--- src/rtl/decode_stage.sv ---
// Decode stage: splits the fetched instruction into fields, reads operands with writeback bypass,
// tracks in-flight register writers, and stalls fetch on data hazards and unresolved branches.
module decode_stage #(
    parameter int          PC_WIDTH   = 16,
    parameter int          IR_WIDTH   = 32,
    parameter int          DATA_WIDTH = 16,
    parameter int          NUM_REGS   = 16,
    parameter logic [7:0]  OP_NOP     = 8'hFF,
    parameter logic [3:0]  BR_CLASS   = 4'hB,
    parameter logic [3:0]  ST_CLASS   = 4'hA
) (
    input  logic                  I_CLOCK,
    input  logic                  I_LOCK,
    input  logic [PC_WIDTH-1:0]   I_PC,
    input  logic [IR_WIDTH-1:0]   I_IR,
    input  logic                  I_FE_Valid,
    input  logic                  I_WB_Valid,
    input  logic [3:0]            I_WB_DestReg,
    input  logic [DATA_WIDTH-1:0] I_WB_Data,
    input  logic                  I_BranchResolved,
    output logic                  O_LOCK,
    output logic [PC_WIDTH-1:0]   O_PC,
    output logic [7:0]            O_Opcode,
    output logic [3:0]            O_DestReg,
    output logic [DATA_WIDTH-1:0] O_Src1Value,
    output logic [DATA_WIDTH-1:0] O_Src2Value,
    output logic [15:0]           O_Imm,
    output logic                  O_DE_Valid,
    output logic                  O_DepStallSignal,
    output logic                  O_BranchStallSignal
);

    typedef enum logic {BR_IDLE, BR_PENDING} br_state_t;

    br_state_t br_state_q, br_state_d;

    logic [DATA_WIDTH-1:0] regs_q [NUM_REGS];
    logic [1:0]            busy_q [NUM_REGS];

    logic                  lock_q;
    logic [PC_WIDTH-1:0]   pc_q;
    logic [7:0]            opcode_q;
    logic [3:0]            dest_q;
    logic [DATA_WIDTH-1:0] src1_val_q, src2_val_q;
    logic [15:0]           imm_q;
    logic                  de_valid_q;

    logic [7:0]            opcode;
    logic [3:0]            dest, src1, src2;
    logic                  is_nop, is_br, is_st, writes_dest, reads_src2;
    logic                  src1_hazard, src2_hazard, dep_stall, issue;
    logic [DATA_WIDTH-1:0] src1_val, src2_val;

    assign opcode      = I_IR[31:24];
    assign dest        = I_IR[23:20];
    assign src1        = I_IR[19:16];
    assign src2        = I_IR[11:8];
    assign is_nop      = (opcode == OP_NOP);
    assign is_br       = (opcode[7:4] == BR_CLASS);
    assign is_st       = (opcode[7:4] == ST_CLASS);
    assign writes_dest = ~is_nop & ~is_br & ~is_st;
    assign reads_src2  = ~is_br;

    // A single outstanding writer that retires this cycle is not a hazard; its data is forwarded.
    assign src1_hazard = (busy_q[src1] != 2'd0) &&
                         !(busy_q[src1] == 2'd1 && I_WB_Valid && I_WB_DestReg == src1);
    assign src2_hazard = (busy_q[src2] != 2'd0) &&
                         !(busy_q[src2] == 2'd1 && I_WB_Valid && I_WB_DestReg == src2);
    assign src1_val    = (I_WB_Valid && I_WB_DestReg == src1) ? I_WB_Data : regs_q[src1];
    assign src2_val    = (I_WB_Valid && I_WB_DestReg == src2) ? I_WB_Data : regs_q[src2];

    assign dep_stall = I_LOCK & I_FE_Valid & ~is_nop & (src1_hazard | (reads_src2 & src2_hazard));
    assign issue     = I_FE_Valid & ~dep_stall & (br_state_q == BR_IDLE) & ~is_nop;

    always_comb begin
        br_state_d = br_state_q;
        case (br_state_q)
            BR_IDLE:    if (issue && is_br) br_state_d = BR_PENDING;
            BR_PENDING: if (I_BranchResolved) br_state_d = BR_IDLE;
            default:    br_state_d = BR_IDLE;
        endcase
    end

    always_ff @(negedge I_CLOCK) begin
        if (!I_LOCK) br_state_q <= BR_IDLE;
        else         br_state_q <= br_state_d;
    end

    // Register file and busy counters, one slice per architectural register.
    generate
        for (genvar gi = 0; gi < NUM_REGS; gi++) begin : g_reg
            logic inc, dec;
            assign inc = issue & writes_dest & (dest == 4'(gi));
            assign dec = I_WB_Valid & (I_WB_DestReg == 4'(gi));

            always_ff @(negedge I_CLOCK) begin
                if (!I_LOCK) begin
                    regs_q[gi] <= '0;
                    busy_q[gi] <= 2'd0;
                end else begin
                    if (dec) regs_q[gi] <= I_WB_Data;
                    if (inc && !dec && busy_q[gi] != 2'd3)      busy_q[gi] <= busy_q[gi] + 2'd1;
                    else if (dec && !inc && busy_q[gi] != 2'd0) busy_q[gi] <= busy_q[gi] - 2'd1;
                end
            end
        end
    endgenerate

    always_ff @(negedge I_CLOCK) begin
        lock_q <= I_LOCK;
    end

    always_ff @(negedge I_CLOCK) begin
        if (!I_LOCK) begin
            pc_q       <= '0;
            opcode_q   <= OP_NOP;
            dest_q     <= 4'd0;
            src1_val_q <= '0;
            src2_val_q <= '0;
            imm_q      <= 16'd0;
            de_valid_q <= 1'b0;
        end else if (issue) begin
            pc_q       <= I_PC;
            opcode_q   <= opcode;
            dest_q     <= dest;
            src1_val_q <= src1_val;
            src2_val_q <= src2_val;
            imm_q      <= I_IR[15:0];
            de_valid_q <= 1'b1;
        end else begin
            // Bubble: only the opcode and valid change, the rest of the latch holds.
            opcode_q   <= OP_NOP;
            de_valid_q <= 1'b0;
        end
    end

    assign O_LOCK              = lock_q;
    assign O_PC                = pc_q;
    assign O_Opcode            = opcode_q;
    assign O_DestReg           = dest_q;
    assign O_Src1Value         = src1_val_q;
    assign O_Src2Value         = src2_val_q;
    assign O_Imm               = imm_q;
    assign O_DE_Valid          = de_valid_q;
    assign O_DepStallSignal    = dep_stall;
    assign O_BranchStallSignal = (br_state_q == BR_PENDING);

endmodule

--- config.mk ---
export PLATFORM = sky130hd
export DESIGN_NAME = decode_stage
export DESIGN_NICKNAME = d
export VERILOG_FILES = /design/src/rtl/decode_stage.sv
export SDC_FILE = /design/constraint.sdc
export NUM_CORES = 1
export LEC_CHECK = 0
export CORE_UTILIZATION = 45
export DETAILED_ROUTE_END_ITERATION = 7
export GPL_TIMING_DRIVEN = 0
export PLACE_DENSITY_LB_ADDON = 0.1
export SLEW_MARGIN = 20
export SYNTH_ARGS = -nofsm -noshare
export SYNTH_HDL_FRONTEND = slang
export SYNTH_SLANG_ARGS = --single-unit
--- constraint.sdc ---
create_clock -name I_CLOCK -period 3.9 [get_ports I_CLOCK]
set_input_delay 0.78 -clock I_CLOCK [delete_from_list [all_inputs] [get_ports I_CLOCK]]
set_output_delay 0.78 -clock I_CLOCK [all_outputs]
set_load 0.05 [all_outputs]
* Yosys cells after proc, flatten, opt, wreduce, memory -nomap -nowiden *
Memory sizes are Yosys's and may differ from the RTL's.
Index checks and enable logic that the tools add are counted.

word-level totals
  bits of input ports = 73
  word-level logic and storage cells = 535
  output and inout port bits = 80
  RAM bits = 288
  register bits = 79
  memories = 2

memories
  memory  words  bits a word  rd ports  clocked after Yosys merged registers in  write ports  line  source
  regs_q  16     16           2         0                                        16           37    logic [DATA_WIDTH-1:0] regs_q [NUM_REGS];
  busy_q  16     2            18        0                                        16           38    logic [1:0] busy_q [NUM_REGS];

cells by class
  multiplexer cells = 215
  equal/unequal tests = 53
  add/sub/neg operators = 32
  bitwise operators = 96
  reductions and logical operators = 128

operator list
  kind                                                                 count
  16-bit two-way mux                                                   18
  1-bit two-way mux                                                    164
  1-bit logical AND                                                    73
  4-bit == test (second input constant)                                18
  2-bit two-way mux                                                    32
  1-bit OR                                                             49
  1-bit AND                                                            42
  2-bit nonzero test                                                   18
  1-bit zero test                                                      34
  2-bit by 1-bit adder with 2-bit output (second input constant)       16
  4-bit by 3-bit == test with 1-bit output (second input constant)     8
  2-bit inequality test (second input constant)                        16
  2-bit by 1-bit subtractor with 2-bit output (second input constant)  16
  4-bit by 2-bit == test with 1-bit output (second input constant)     4
  4-bit by 1-bit == test with 1-bit output (second input constant)     2
  4-bit == test                                                        2
  8-bit == test (second input constant)                                1
  4-bit zero test                                                      2
  1-bit NOT                                                            5
  2-bit by 1-bit == test with 1-bit output (second input constant)     2
  1-bit one-hot mux with 2 select lines                                1
  2-bit AND reduction                                                  1

* Depth between registers and ports, before layout *
An unclocked memory read counts as a cell.

  word-level depth = 23
  mapped depth = 11
  mapped depth without buffers = 7

==> reports/qor.yml <==
seq_area_frac_synth_pct: 50.93
synth.cell_area_um2: 20090
start_util_pct: 45.52
area_delta_synth_final_pct: 35.11
setup.worst_path.end_class: "primary output"
post-route-drc-count: 0
insertion_delay_ns: 0.64
die_height_um: 213.3
h-tree-depth: 2
cp_max_fo: 3
detail_route.iter0.violations: 1736
regToRegStartpoint: "busy_q[1][1]"
worst_slack_ns: -1.442
worst_hold_slack_ns: 0.4544
r2r-end: "busy_q[14][1]"
synth_top_flop_cell: "edfxtp_1"
worst-endpoint-arrival_ns: 4.56
failed_checks: "negative setup slack"
portbufs: 144
grt_pass1_wl_um: 103400
power_report.internal_total_mw: 8.383
worst_hold_path.endpoint: "O_DestReg[1]"
critical_path.startpoint_type: "flop"
placed_cells_incl_taps: 2284
placementRows: 77
critical_path_class: "flop to primary output"
hold_buffers: 0
fin_area_um2: 27140
routedWlPerCell_um: 25.65
fp.dieArea_um2: 45480
area_used_by_multi_input_combinational_logic_um2: 9849
cts_tree: "yes"
run_status: "finished with violations"
io_count: 153
grt_antenna_before_repair: 0
power.share.switching_pct: 32.55
final_cell_count_no_fill: 2804
antenna_cells: 0
final-hold-violation-count: 0
p_sw_mw: 4.046
fin_skew_ns: 0.03450
pwr-share-seq_pct: 37.5
irDropWorstVdd_uv: 395.0
cp.required_ns: 3.12
synth.ff_latch_count: 367
detailedRoute.firstPassIterationCount: 7
total_wire_length_um: 71920
die_w_um: 213.3
total_number_of_vias: 16710
worst_hold_path_type: "flop to flop"
worst-slew-pin-transition_ns: 1.032
timing.hold.worst_path_depth: 2
detailed_placement_hpwl_um: 48490
rsz0062_at_grt: "true"
coreArea_um2: 44120
min-delay-start: "O_DestReg[1]"
maximum_number_of_pins_on_one_net_before_global_route_repair: 19
ff2ff_path_depth: 12
path_clk_slew_ns: 0.03
share_comb_of_total_power_pct: 16.4
cts_made_buffers: 44
drt.antenna.violating_nets: 0
clockPowerShare_pct: 46.1
synthesis.yosys.warnings: 0
numClockSinks: 367
grtUsageTotal_pct: 31.85
postSynthCellCount: 1547
maxSlewViolCount: 0
setup.reg_to_reg.worst_slack_ns: 0.53
cellLeakagePower_nw: 12.30
count_of_flip_flops_with_a_built_in_enable_after_synthesis: 288
clockRootBuffer: "clkbuf_16"
synth-async-reset-ratio_pct: 0
max_cap_violations: 0
net_count_after_synthesis: 1650
place_area_um2: 22670
grt_overflow: 0
synthesized_area_per_cell_um2: 12.98
drive_above_1_share_pct: 29.93
slew_headroom_pct: 31.20
seqCellArea_um2: 10270
report.final.setup_viol: 147
layout.core_utilization_pct: 61.50
viasPerCell: 5.958
netlist-cell-type-count: 54
grt_pass1_vias: 17520
power.density_nw_per_um2: 458.0
globalplace.congestion: 0.9256
fillCellCount: 3631
finalNetCount: 2286
cts-root-to-sink-buffers: 3
[layer usage]
metal  routed length [µm]  GRT usage, %  share of wire [%]  vias up
met2                35430         51.42                 49      892
met4                 4888         23.25                6.8        0
met5                    0             0                  0        -
li1                     -             -                  -     7293
met1                26240         36.78                 36     8310
met3                 5364         8.207                7.5      212
[metrics by stage]
| stage | setup slack [ns] | setup TNS [ns] | total power [mW] |
|---|---|---|---|
| after global routing | -1.515 | -153.68 | 13.10 |
| after floorplan | -1.193 | -144.59 | 6.317 |
| after global placement | -2.693 | -850.44 | 6.978 |
| after CTS | -1.428 | -124.81 | 12.39 |
| final | -1.442 | -149.83 | 12.43 |
| after detailed placement | -2.731 | -866.03 | 7.012 |
[registers in the layout, summed over array words and instances, names as in the netlist]
register             flops
regs_q                 256
busy_q                  32
O_Imm                   16
O_PC                    16
O_Src1Value             16
O_Src2Value             16
O_Opcode                 8
O_DestReg                4
O_BranchStallSignal      1
O_DE_Valid               1
O_LOCK                   1
[synthesized netlist by cell type, types with 8 or more instances]
| cell type | n | share of area, % |
|---|---|---|
| clkbuf_1 | 106 | 2.0 |
| buf_2 | 13 | 0.32 |
| ha_1 | 30 | 1.9 |
| mux4_2 | 172 | 19 |
| and3_1 | 241 | 7.5 |
| mux2_4 | 8 | 0.60 |
| buf_1 | 19 | 0.36 |
| edfxtp_1 | 288 | 43 |
| nor3_1 | 39 | 0.97 |
| mux2_2 | 13 | 0.73 |
| nor2_1 | 40 | 0.75 |
| and2_1 | 17 | 0.53 |
| nor2b_1 | 11 | 0.34 |
| mux2i_1 | 55 | 2.7 |
| or3_1 | 21 | 0.65 |
| nand3_1 | 15 | 0.37 |
| inv_1 | 35 | 0.65 |
| dfxtp_1 | 79 | 7.9 |
| o21ai_0 | 64 | 1.6 |
| a21oi_1 | 69 | 1.7 |
| mux2_1 | 9 | 0.50 |
| nand2_1 | 135 | 2.5 |
[final cells by class]
type	count	share of cell area, %
inverter	34	0.4841
buffer	142	3.813
clock inverter	398	6.317
clock buffer	44	4.057
tap	592	2.729
multi-input combinational	1000	36.29
timing repair buffer	227	8.456
sequential	367	37.85
[cells by family after synthesis]
family	Yosys count	synth area share, %
and+or+nand+nor	547	14.81
buffers and inverters	181	3.650
xor gates and xnor gates	9	0.3924
adders and majority gates	30	1.869
muxes	257	23.86
DFF	367	50.93
AOI/OAI and AO/OA	156	4.492
[power groups by stage]
stage | clock [mW] | sequential (mW) | combinational, mW
2_1_floorplan | 0.560 | 4.87 | 0.889
4_1_cts | 5.82 | 4.64 | 1.93
3_5_place_dp | 0.560 | 4.68 | 1.77
3_3_place_gp | 0.560 | 4.67 | 1.75
6_report | 5.73 | 4.66 | 2.04
5_1_grt | 6.31 | 4.68 | 2.11
[cells in the final DEF (no fill, tap or decap), drive strengths merged, types with 4 or more instances in the layout]
cell and count:
inv 416, edfxtp 288, and3 241, buf 205, mux4 172, clkbuf 145
nand2 135, dfxtp 79, a21oi 71, o21ai 64, clkdlybuf4s50 58, mux2i 55
nor2 40, nor3 39, ha 30, mux2 30, or3 21, and2 17
nand3 15, nor2b 11, clkinvlp 8, bufinv 7, nor4 7, nand2b 6
or4 6, xor2 5, nand4 5, xnor2 4, dlygate4sd2 4
[critical path, cell delays in order, from the launching register on]
cell and delay [ns]:
edfxtp_1 0.46, mux4_2 0.49, nor2b_4 0.15, a211oi_4 0.25, a221o_2 0.24, o22a_1 0.19, nor2_4 0.05, buf_8 0.16
[how the worst max path moves through the flow]
stage,from,depth (start not counted),to,slack [ns]
CTS,busy_q[3][1],8,O_DepStallSignal,-1.43
floorplan,I_IR[8],7,busy_q[11][0],-1.19
global route,busy_q[1][1],8,O_DepStallSignal,-1.52
finish,busy_q[1][1],7,O_DepStallSignal,-1.44
global placement,I_IR[8],8,busy_q[5][1],-2.69
detailed placement,I_IR[8],8,busy_q[5][1],-2.73
[what timing repair did]
item,in CTS,in global routing
gates resized for setup,728,149
buffers inserted,59,26
hold endpoints to repair,0,0
setup endpoints to repair,727,266
gates cloned,2,1
pin swaps,23,14
(Power assumes the default switching activity.)
